===== config.mk =====
export PLATFORM = sky130hd
export DESIGN_NAME = scramble_sequencer
export DESIGN_NICKNAME = d
export VERILOG_FILES = /design/src/rtl/scramble_pkg.sv /design/src/rtl/move_decoder.sv /design/src/rtl/scramble_sequencer.sv
export SDC_FILE = /design/constraint.sdc
export NUM_CORES = 1
export LEC_CHECK = 0
export ABC_AREA = 0
export BUFFER_PORTS_ARGS = -buffer_cell sky130_fd_sc_hd__buf_2
export CAP_MARGIN = 20
export CORE_ASPECT_RATIO = 1.1
export CORE_MARGIN = 4
export CORE_UTILIZATION = 38
export DETAILED_ROUTE_END_ITERATION = 16
export GPL_ROUTABILITY_DRIVEN = 0
export PLACE_DENSITY = 0.68
export SKIP_CTS_REPAIR_TIMING = 1
export SLEW_MARGIN = 20
export SYNTH_ARGS = -nofsm -noshare
export SYNTH_HDL_FRONTEND = slang
export SYNTH_SLANG_ARGS = --single-unit

===== constraint.sdc =====
create_clock -name clk -period 2.2 [get_ports clk]
set_input_delay 0.11 -clock clk [delete_from_list [all_inputs] [get_ports clk]]
set_output_delay 0.11 -clock clk [all_outputs]
set_load 0.03 [all_outputs]

===== src/rtl/scramble_pkg.sv =====
// Shared types and constants for the scramble sequencer and its move decoder.
package scramble_pkg;

    localparam int MOVE_W        = 3;
    localparam int DEF_NUM_MOVES = 16;
    localparam int DEF_MOVE_GAP  = 4;

    typedef enum logic [1:0] {
        GAP   = 2'd0,
        ISSUE = 2'd1,
        PLAY  = 2'd2
    } state_t;

    // The switch checker flags anything other than exactly one set bit, so
    // a priority encode loses nothing on the non-error path.
    function automatic logic [1:0] onehot_to_idx(input logic [3:0] oh);
        logic [1:0] idx;
        idx = 2'd0;
        for (int i = 0; i < 4; i++) begin
            if (oh[i]) idx = 2'(i);
        end
        return idx;
    endfunction

endpackage


===== src/rtl/move_decoder.sv =====
// Turns a row/column select plus a 2-bit line index into one-hot row/col enables.
module move_decoder (
    input  logic       sel_col,
    input  logic [1:0] idx,
    input  logic       error,
    output logic [3:0] row,
    output logic [3:0] col
);

    logic [3:0] line;

    always_comb begin
        line = 4'b0001 << idx;
        row  = '0;
        col  = '0;
        if (!error) begin
            if (sel_col) col = line;
            else         row = line;
        end
    end

endmodule


===== src/rtl/scramble_sequencer.sv =====
// Move-source controller for the 4x4 cell array: random scramble, then player moves.
// Optional SCRAMBLE_NO_REPEAT_EN: redraw instead of issuing a move equal to the previous one.
//
// state | meaning
// GAP   | idle countdown before the next scramble move, row/col held at 0
// ISSUE | decode rand_bits into one move and strobe fire
// PLAY  | scramble finished, player switches and fire button drive the cells
module scramble_sequencer
    import scramble_pkg::*;
#(
    parameter int NUM_MOVES = DEF_NUM_MOVES,
    parameter int MOVE_GAP  = DEF_MOVE_GAP
) (
    input  logic              clk,
    input  logic              reset,
    input  logic              start,
    input  logic [MOVE_W-1:0] rand_bits,
    input  logic              user_fire,
    input  logic              user_nRow,
    input  logic [3:0]        user_row_column,
    input  logic              user_error,
    output logic [3:0]        row,
    output logic [3:0]        col,
    output logic              fire,
    output logic              scrambling,
    output logic              done
);

    localparam int MW = $clog2(NUM_MOVES + 1);
    localparam int GW = $clog2(MOVE_GAP + 1);
    localparam logic [MW-1:0] MOVES_LOAD = MW'(NUM_MOVES);
    localparam logic [GW-1:0] GAP_LOAD   = GW'(MOVE_GAP);

    state_t          state_q, state_d;
    logic [MW-1:0]   moves_q, moves_d;
    logic [GW-1:0]   gap_q, gap_d;
    logic            fire_hist_q;
    logic            repeat_move;

    logic [3:0]      rnd_row, rnd_col, usr_row, usr_col;
    logic [3:0]      row_d, col_d;
    logic            fire_d, done_d, scrambling_d;

    move_decoder u_rnd_dec (
        .sel_col (rand_bits[2]),
        .idx     (rand_bits[1:0]),
        .error   (1'b0),
        .row     (rnd_row),
        .col     (rnd_col)
    );

    move_decoder u_usr_dec (
        .sel_col (user_nRow),
        .idx     (onehot_to_idx(user_row_column)),
        .error   (user_error),
        .row     (usr_row),
        .col     (usr_col)
    );

`ifdef SCRAMBLE_NO_REPEAT_EN
    logic              prev_valid_q;
    logic [MOVE_W-1:0] prev_move_q;

    assign repeat_move = prev_valid_q && (prev_move_q == rand_bits);

    always_ff @(posedge clk or posedge reset) begin
        if (reset) begin
            prev_valid_q <= 1'b0;
            prev_move_q  <= '0;
        end else if (state_q == PLAY && start) begin
            prev_valid_q <= 1'b0;
            prev_move_q  <= '0;
        end else if (state_q == ISSUE && !repeat_move) begin
            prev_valid_q <= 1'b1;
            prev_move_q  <= rand_bits;
        end
    end
`else
    assign repeat_move = 1'b0;
`endif

    always_comb begin
        state_d      = state_q;
        moves_d      = moves_q;
        gap_d        = gap_q;
        row_d        = '0;
        col_d        = '0;
        fire_d       = 1'b0;
        done_d       = 1'b0;
        scrambling_d = 1'b1;
        case (state_q)
            GAP: begin
                gap_d = gap_q - 1'b1;
                if (gap_q == GW'(1)) state_d = ISSUE;
            end
            ISSUE: begin
                if (!repeat_move) begin
                    row_d   = rnd_row;
                    col_d   = rnd_col;
                    fire_d  = 1'b1;
                    moves_d = moves_q - 1'b1;
                    if (moves_q == MW'(1)) begin
                        state_d = PLAY;
                    end else begin
                        gap_d   = GAP_LOAD;
                        state_d = GAP;
                    end
                end
            end
            PLAY: begin
                scrambling_d = 1'b0;
                // scrambling is still high only during the first PLAY cycle
                done_d       = scrambling && !start;
                if (start) begin
                    moves_d      = MOVES_LOAD;
                    gap_d        = GAP_LOAD;
                    scrambling_d = 1'b1;
                    state_d      = GAP;
                end else begin
                    row_d  = usr_row;
                    col_d  = usr_col;
                    fire_d = user_fire && !fire_hist_q && !user_error;
                end
            end
            default: state_d = GAP;
        endcase
    end

    always_ff @(posedge clk or posedge reset) begin
        if (reset) begin
            state_q     <= GAP;
            moves_q     <= MOVES_LOAD;
            gap_q       <= GAP_LOAD;
            fire_hist_q <= 1'b0;
            row         <= '0;
            col         <= '0;
            fire        <= 1'b0;
            done        <= 1'b0;
            scrambling  <= 1'b1;
        end else begin
            state_q     <= state_d;
            moves_q     <= moves_d;
            gap_q       <= gap_d;
            fire_hist_q <= user_fire;
            row         <= row_d;
            col         <= col_d;
            fire        <= fire_d;
            done        <= done_d;
            scrambling  <= scrambling_d;
        end
    end

endmodule


### Word-level counts from Yosys, hierarchy flattened

Index checks and enable logic that the tools add are counted.

| operators by class | value |
|---|---|
| $add $sub $neg | 2 |
| equality and inequality tests | 7 |
| shift-type cells | 2 |
| mux-type cells | 27 |
| reduce and logical (&&, ||, !) cells | 12 |

Operators with widths:

| kind | count |
|---|---|
| $mux W4 | 8 |
| $pmux W4 S2 | 2 |
| $mux W2 | 5 |
| $pmux W5 S2 | 1 |
| $pmux W3 S3 | 1 |
| $shl A1 B2 Y4 const A | 2 |
| $mux W3 | 2 |
| $ne A2 B2 Y1 const B | 3 |
| $pmux W2 S3 | 1 |
| $eq A5 B1 Y1 const B | 1 |
| $mux W1 | 5 |
| $mux W5 | 1 |
| $sub A5 B1 Y5 const B | 1 |
| $reduce_and A2 Y1 | 2 |
| $eq A3 B1 Y1 const B | 1 |
| $logic_and A1 B1 Y1 | 3 |
| $logic_not A1 Y1 | 3 |
| $reduce_and A3 Y1 | 1 |
| $reduce_bool A3 Y1 | 1 |
| $sub A3 B1 Y3 const B | 1 |
| $eq A2 B1 Y1 const B | 1 |
| $eq A2 B2 Y1 const B | 1 |
| $logic_not A2 Y1 | 1 |
| $pmux W1 S2 | 1 |
| $reduce_bool A2 Y1 | 1 |

| word-level totals | value |
|---|---|
| bits in registers | 22 |
| output and inout port bits | 11 |

### Depth between registers and ports, before layout

| logic depth | value |
|---|---|
| word-level depth | 8 |
| gate-level depth with buffers | 8 |

### Modules after synthesis

A second synthesis with hierarchy kept.

| second synthesis, totals | value |
|---|---|
| cell total of the unflattened synthesis | 120 |
| area total of the unflattened synthesis | 1268.7 sq um |

By module, submodules not included:

| module | times used | cells each | area an instance (sq um) |
|---|---|---|---|
| scramble_sequencer | 1 | 104 | 1106.1 |
| move_decoder | 2 | 8 | 81.3 |

### Worst setup path before layout

No wires, ideal clock.

| timing path | value |
|---|---|
| path type | register to register |
| start point | reg state_q[0] |
| end point | reg gap_q[2] |
| library setup time | 83 ps |
| arrival | 1489 ps |
| required time | 2117 ps |
| path slack | 628 ps |
| cell stages (with the launch flop) | 8 |
| buffers on the path | 1 |
| clock period less this slack | 1572 ps |
| cells stage by stage | dfrtp_1 -> inv_1 -> ha_1 -> and2b_1 -> buf_6 -> a311oi_4 -> and4b_1 -> nor3_1 |

| between the ends | value |
|---|---|
| cells in the longest elaborated chain, start to end | 3 |
| elaborated cells on any way between the ends | 8 |
| those cells by class | 4 x eq/ne; 1 x mux; 3 x reduce/logical |

RTL lines:

| element | line | RTL |
|---|---|---|
| start, declared | scramble_sequencer.sv:34 | `state_t state_q, state_d;` |
| start signal, assigned | scramble_sequencer.sv:141 | `state_q <= state_d;` |
| $eq A2 B1 Y1 (tied with other cells) | scramble_sequencer.sv:91 | `case (state_q)` |
| $ne A2 B2 Y1 (no line) or $reduce_bool A3 Y1 (tied branches) | -- |  |
| $reduce_and A3 Y1 (no line) | -- |  |
| end signal, assigned | scramble_sequencer.sv:143 | `gap_q <= gap_d;` |
| end, declared | scramble_sequencer.sv:36 | `logic [GW-1:0] gap_q, gap_d;` |

Parallel ways exist; a longest one is shown, timed or not.
A chain may end at the register's enable or synchronous reset.

### Final worst setup path

| timing path | value |
|---|---|
| start point | reg state_q[0] |
| end point | reg row[1] |

| between the ends | value |
|---|---|
| cells in the longest elaborated chain, start to end | 2 |
| elaborated cells on any way between the ends | 3 |
| those cells by class | 2 x eq/ne; 1 x mux |

RTL lines:

| element | line | RTL |
|---|---|---|
| $eq A2 B2 Y1 or $eq A2 B1 Y1 (tied branches) | scramble_sequencer.sv:91 |  |
| $pmux W4 S2 (*) | scramble_sequencer.sv:91 |  |
| named net row_d[1] | scramble_sequencer.sv:41 | `logic [3:0] row_d, col_d;` |
| end signal, assigned | scramble_sequencer.sv:145 | `row <= row_d;` |
| end, declared | scramble_sequencer.sv:22 | `output logic [3:0] row,` |

Mark *: on every way through the listed nets, which the timed path passes. The rest lies on a longest branch.

==> metrics.md <==
| Metric | Value |
|---|---|
| Hold Vio Cnt, Final | `19` |
| P_leak | `0.000661 uW` |
| Count of final max-slew check failures | `0` |
| Post-DP HPWL | `1710 um` |
| Final setup fails | `0` |
| Port Buffers | `22` |
| DRT antenna net count | `0` |
| Die H | `65.9 um` |
| Crit share post-route | `78.0%` |
| Number of I/O pins | `24` |
| Area Overhead vs Synth | `16.6%` |
| Vias in the first global route | `901` |
| Worst EP arrival | `1.95 ns` |
| P per Cell Area | `494 mW/mm^2` |
| Peak supply drop | `0.367 mV` |
| Fin Hold WS | `-0.0512 ns` |
| Initial Util | `40.7%` |
| Wire length per cell | `13.1 um` |
| Tmin final | `1.72 ns` |
| Cell Rows | `20` |
| Worst Setup End Kind | `flop` |
| Worst EP required | `2.44 ns` |
| Skew-Pair Late Insertion Delay | `0.30 ns` |
| Iter 0 DRT Violations | `27` |
| Fillers | `282` |
| Post-Route WL | `2190 um` |
| Drt via density | `5.16` |
| Sequential cell area fraction in the yosys report | `47.8%` |
| DRT Pass-1 Iters | `4` |
| Distinct cells, synth | `34` |
| Commonest non-fill, non-tap cell in the layout | `buf_2` |
| Core ar. | `0.00285 sq mm` |
| DR DRC count | `0` |
| Yosys Warn Count | `0` |
| Net Count, Synth | `129` |
| Fmax | `583 MHz` |
| TritonCTS buffer count | `3` |
| Chip Width | `60.7 um` |
| Flops & latches, synth | `22` |
| GRT Util Overall | `12.5%` |
| Setup TNS | `0 ns` |
| Initial antenna violation count | `0` |
| Max H-tree Level | `1` |
| Least-Margin Pin Slew | `0.825 ns` |
| Nets | `156` |
| Largest net degree at the start of global routing | `23` |
| CTS root buffer | `clkbuf_4` |
| Clk slew on worst S/H paths | `0.12 ns` |
| Gr ovfl total | `0` |
| Failing checks | `hold timing` |
| First-pass GRT wire length | `3760 um` |
| Share of layout cells above drive strength 1 | `26.1%` |
| Critical path class | `flop to flop` |
| Max-cap check violation count | `0` |
| Clk_skew | `0.00339 ns` |
| Critical Path Start Type | `flop` |
| Die area | `0.00400 sq mm` |
| Antenna cells | `0` |
| EDFF count, synth | `0` |
| Status | `finished with violations` |
| Cells after synthesis | `108` |
| CTS tree | `done` |
| Relative slew slack | `44.9%` |
| Worst hold path class | `input pin to asynchronous set/reset pin` |
| Top_reg_cell synth | `dfrtp_1` |
| Synth async-reset ratio | `100%` |
| Vias | `861` |
| Most frequent cells in the layout | `buf_2, dfrtp_1, nor2b_1` |
| Synth Cell Area | `0.00116 sq mm` |
| CTS Sinks | `22` |
| Maximum clock path buffer count | `2` |
| Design Power | `668 uW` |
| Synth Area per Inst | `10.7 sq um` |
| CP max FO | `9` |
| Unrepaired setup endpoints after global routing | `false` |
==> stage by stage <==
step	instances	setup WS (ns)	utilization (%)	area, sq um
after CTS	166	0.457	47.1	1340
final	167	0.484	47.4	1350
after global routing	167	0.303	47.4	1350
after global placement	162	0.510	45.8	1310
after floorplan	108	0.628	-	1160
after detailed placement	162	0.481	45.8	1310
==> synthesized netlist by cell type (all sizes together) (2+ instances only) <==
master   n  area (sq um)
inv      8          35.0
a22oi    2          15.0
a32oi    4          35.0
nor2     8          30.0
dfstp    3          78.8
xor2     2          17.5
buf      2          16.3
o21a     2          15.0
o21ai    7          35.0
nand2    6          22.5
ha       8           100
nor2b   11          68.8
dfrtp   19           475
xnor2    2          17.5
nor3     5          36.3
a21boi   2          15.0
nand2b   2          12.5
nand3    2          10.0
==> layout make-up <==
class / count / area [sq um] / share of cell area [%]
flip-flops and latches: 22 / 554 / 41.0
well taps: 33 / 41.3 / 3.05
inverters: 8 / 35.0 / 2.59
clock buffers: 4 / 36.3 / 2.68
multi-input cells: 75 / 551 / 40.7
repair buffers: 25 / 135 / 9.99
==> layer usage <==
| layer | part of all wire, % | vias up | wire length, um | GRT usage (%) |
|---|---|---|---|---|
| met5 | 0 | - | 0 | 0 |
| met4 | 0.27 | 0 | 6 | 4.07 |
| met3 | 6.6 | 2 | 144 | 2.73 |
| met2 | 52 | 28 | 1140 | 22.1 |
| met1 | 41 | 408 | 900 | 14.6 |
| li1 | - | 423 | - | - |
==> worst max-delay path, cell delays in order, from the launching register on <==
cell,delay [ns]
dfrtp_1,0.42
inv_1,0.10
ha_1,0.16
and2b_1,0.39
inv_6,0.09
nor3_4,0.20
a32oi_1,0.15
nor2b_1,0.13
==> report_power, final <==
group          total, uW  switching, uW  leakage (uW)  internal, uW
Combinational       40.7           24.8      0.000357          15.9
Sequential           406          0.228      0.000282           406
Clock                221            120     0.0000210           101
==> logic make-up after synthesis <==
kind of cell / after synthesis / share of synthesized area [%]
AOI/OAI and AO/OA: 22 / 14.8
xor gates and xnor gates: 4 / 3.02
adders and majority gates: 8 / 8.63
buffers and inverters: 11 / 4.75
DFF: 22 / 47.8
and+or+nand+nor: 41 / 21.0
==> state kept, by name (all words and copies together) (netlist names), 2 cells and up <==
name,count
moves_q,5
state_q,2
row,4
col,4
gap_q,3
==> final timing paths <==
kind	slack, ns	startpoint	cells past startpoint	end
max in group asynchronous	1.75	reset	2	state_q[0]
setup reg to reg	0.48	state_q[0]	7	row[1]
hold reg to reg	0.53	scrambling	1	done
setup / recovery	0.48	state_q[0]	7	row[1]
min in group clk	0.06	user_row_column[1]	3	col[1]
hold / removal	-0.05	reset	2	moves_q[0]
No activity file was read; power rests on OpenSTA's default activity.
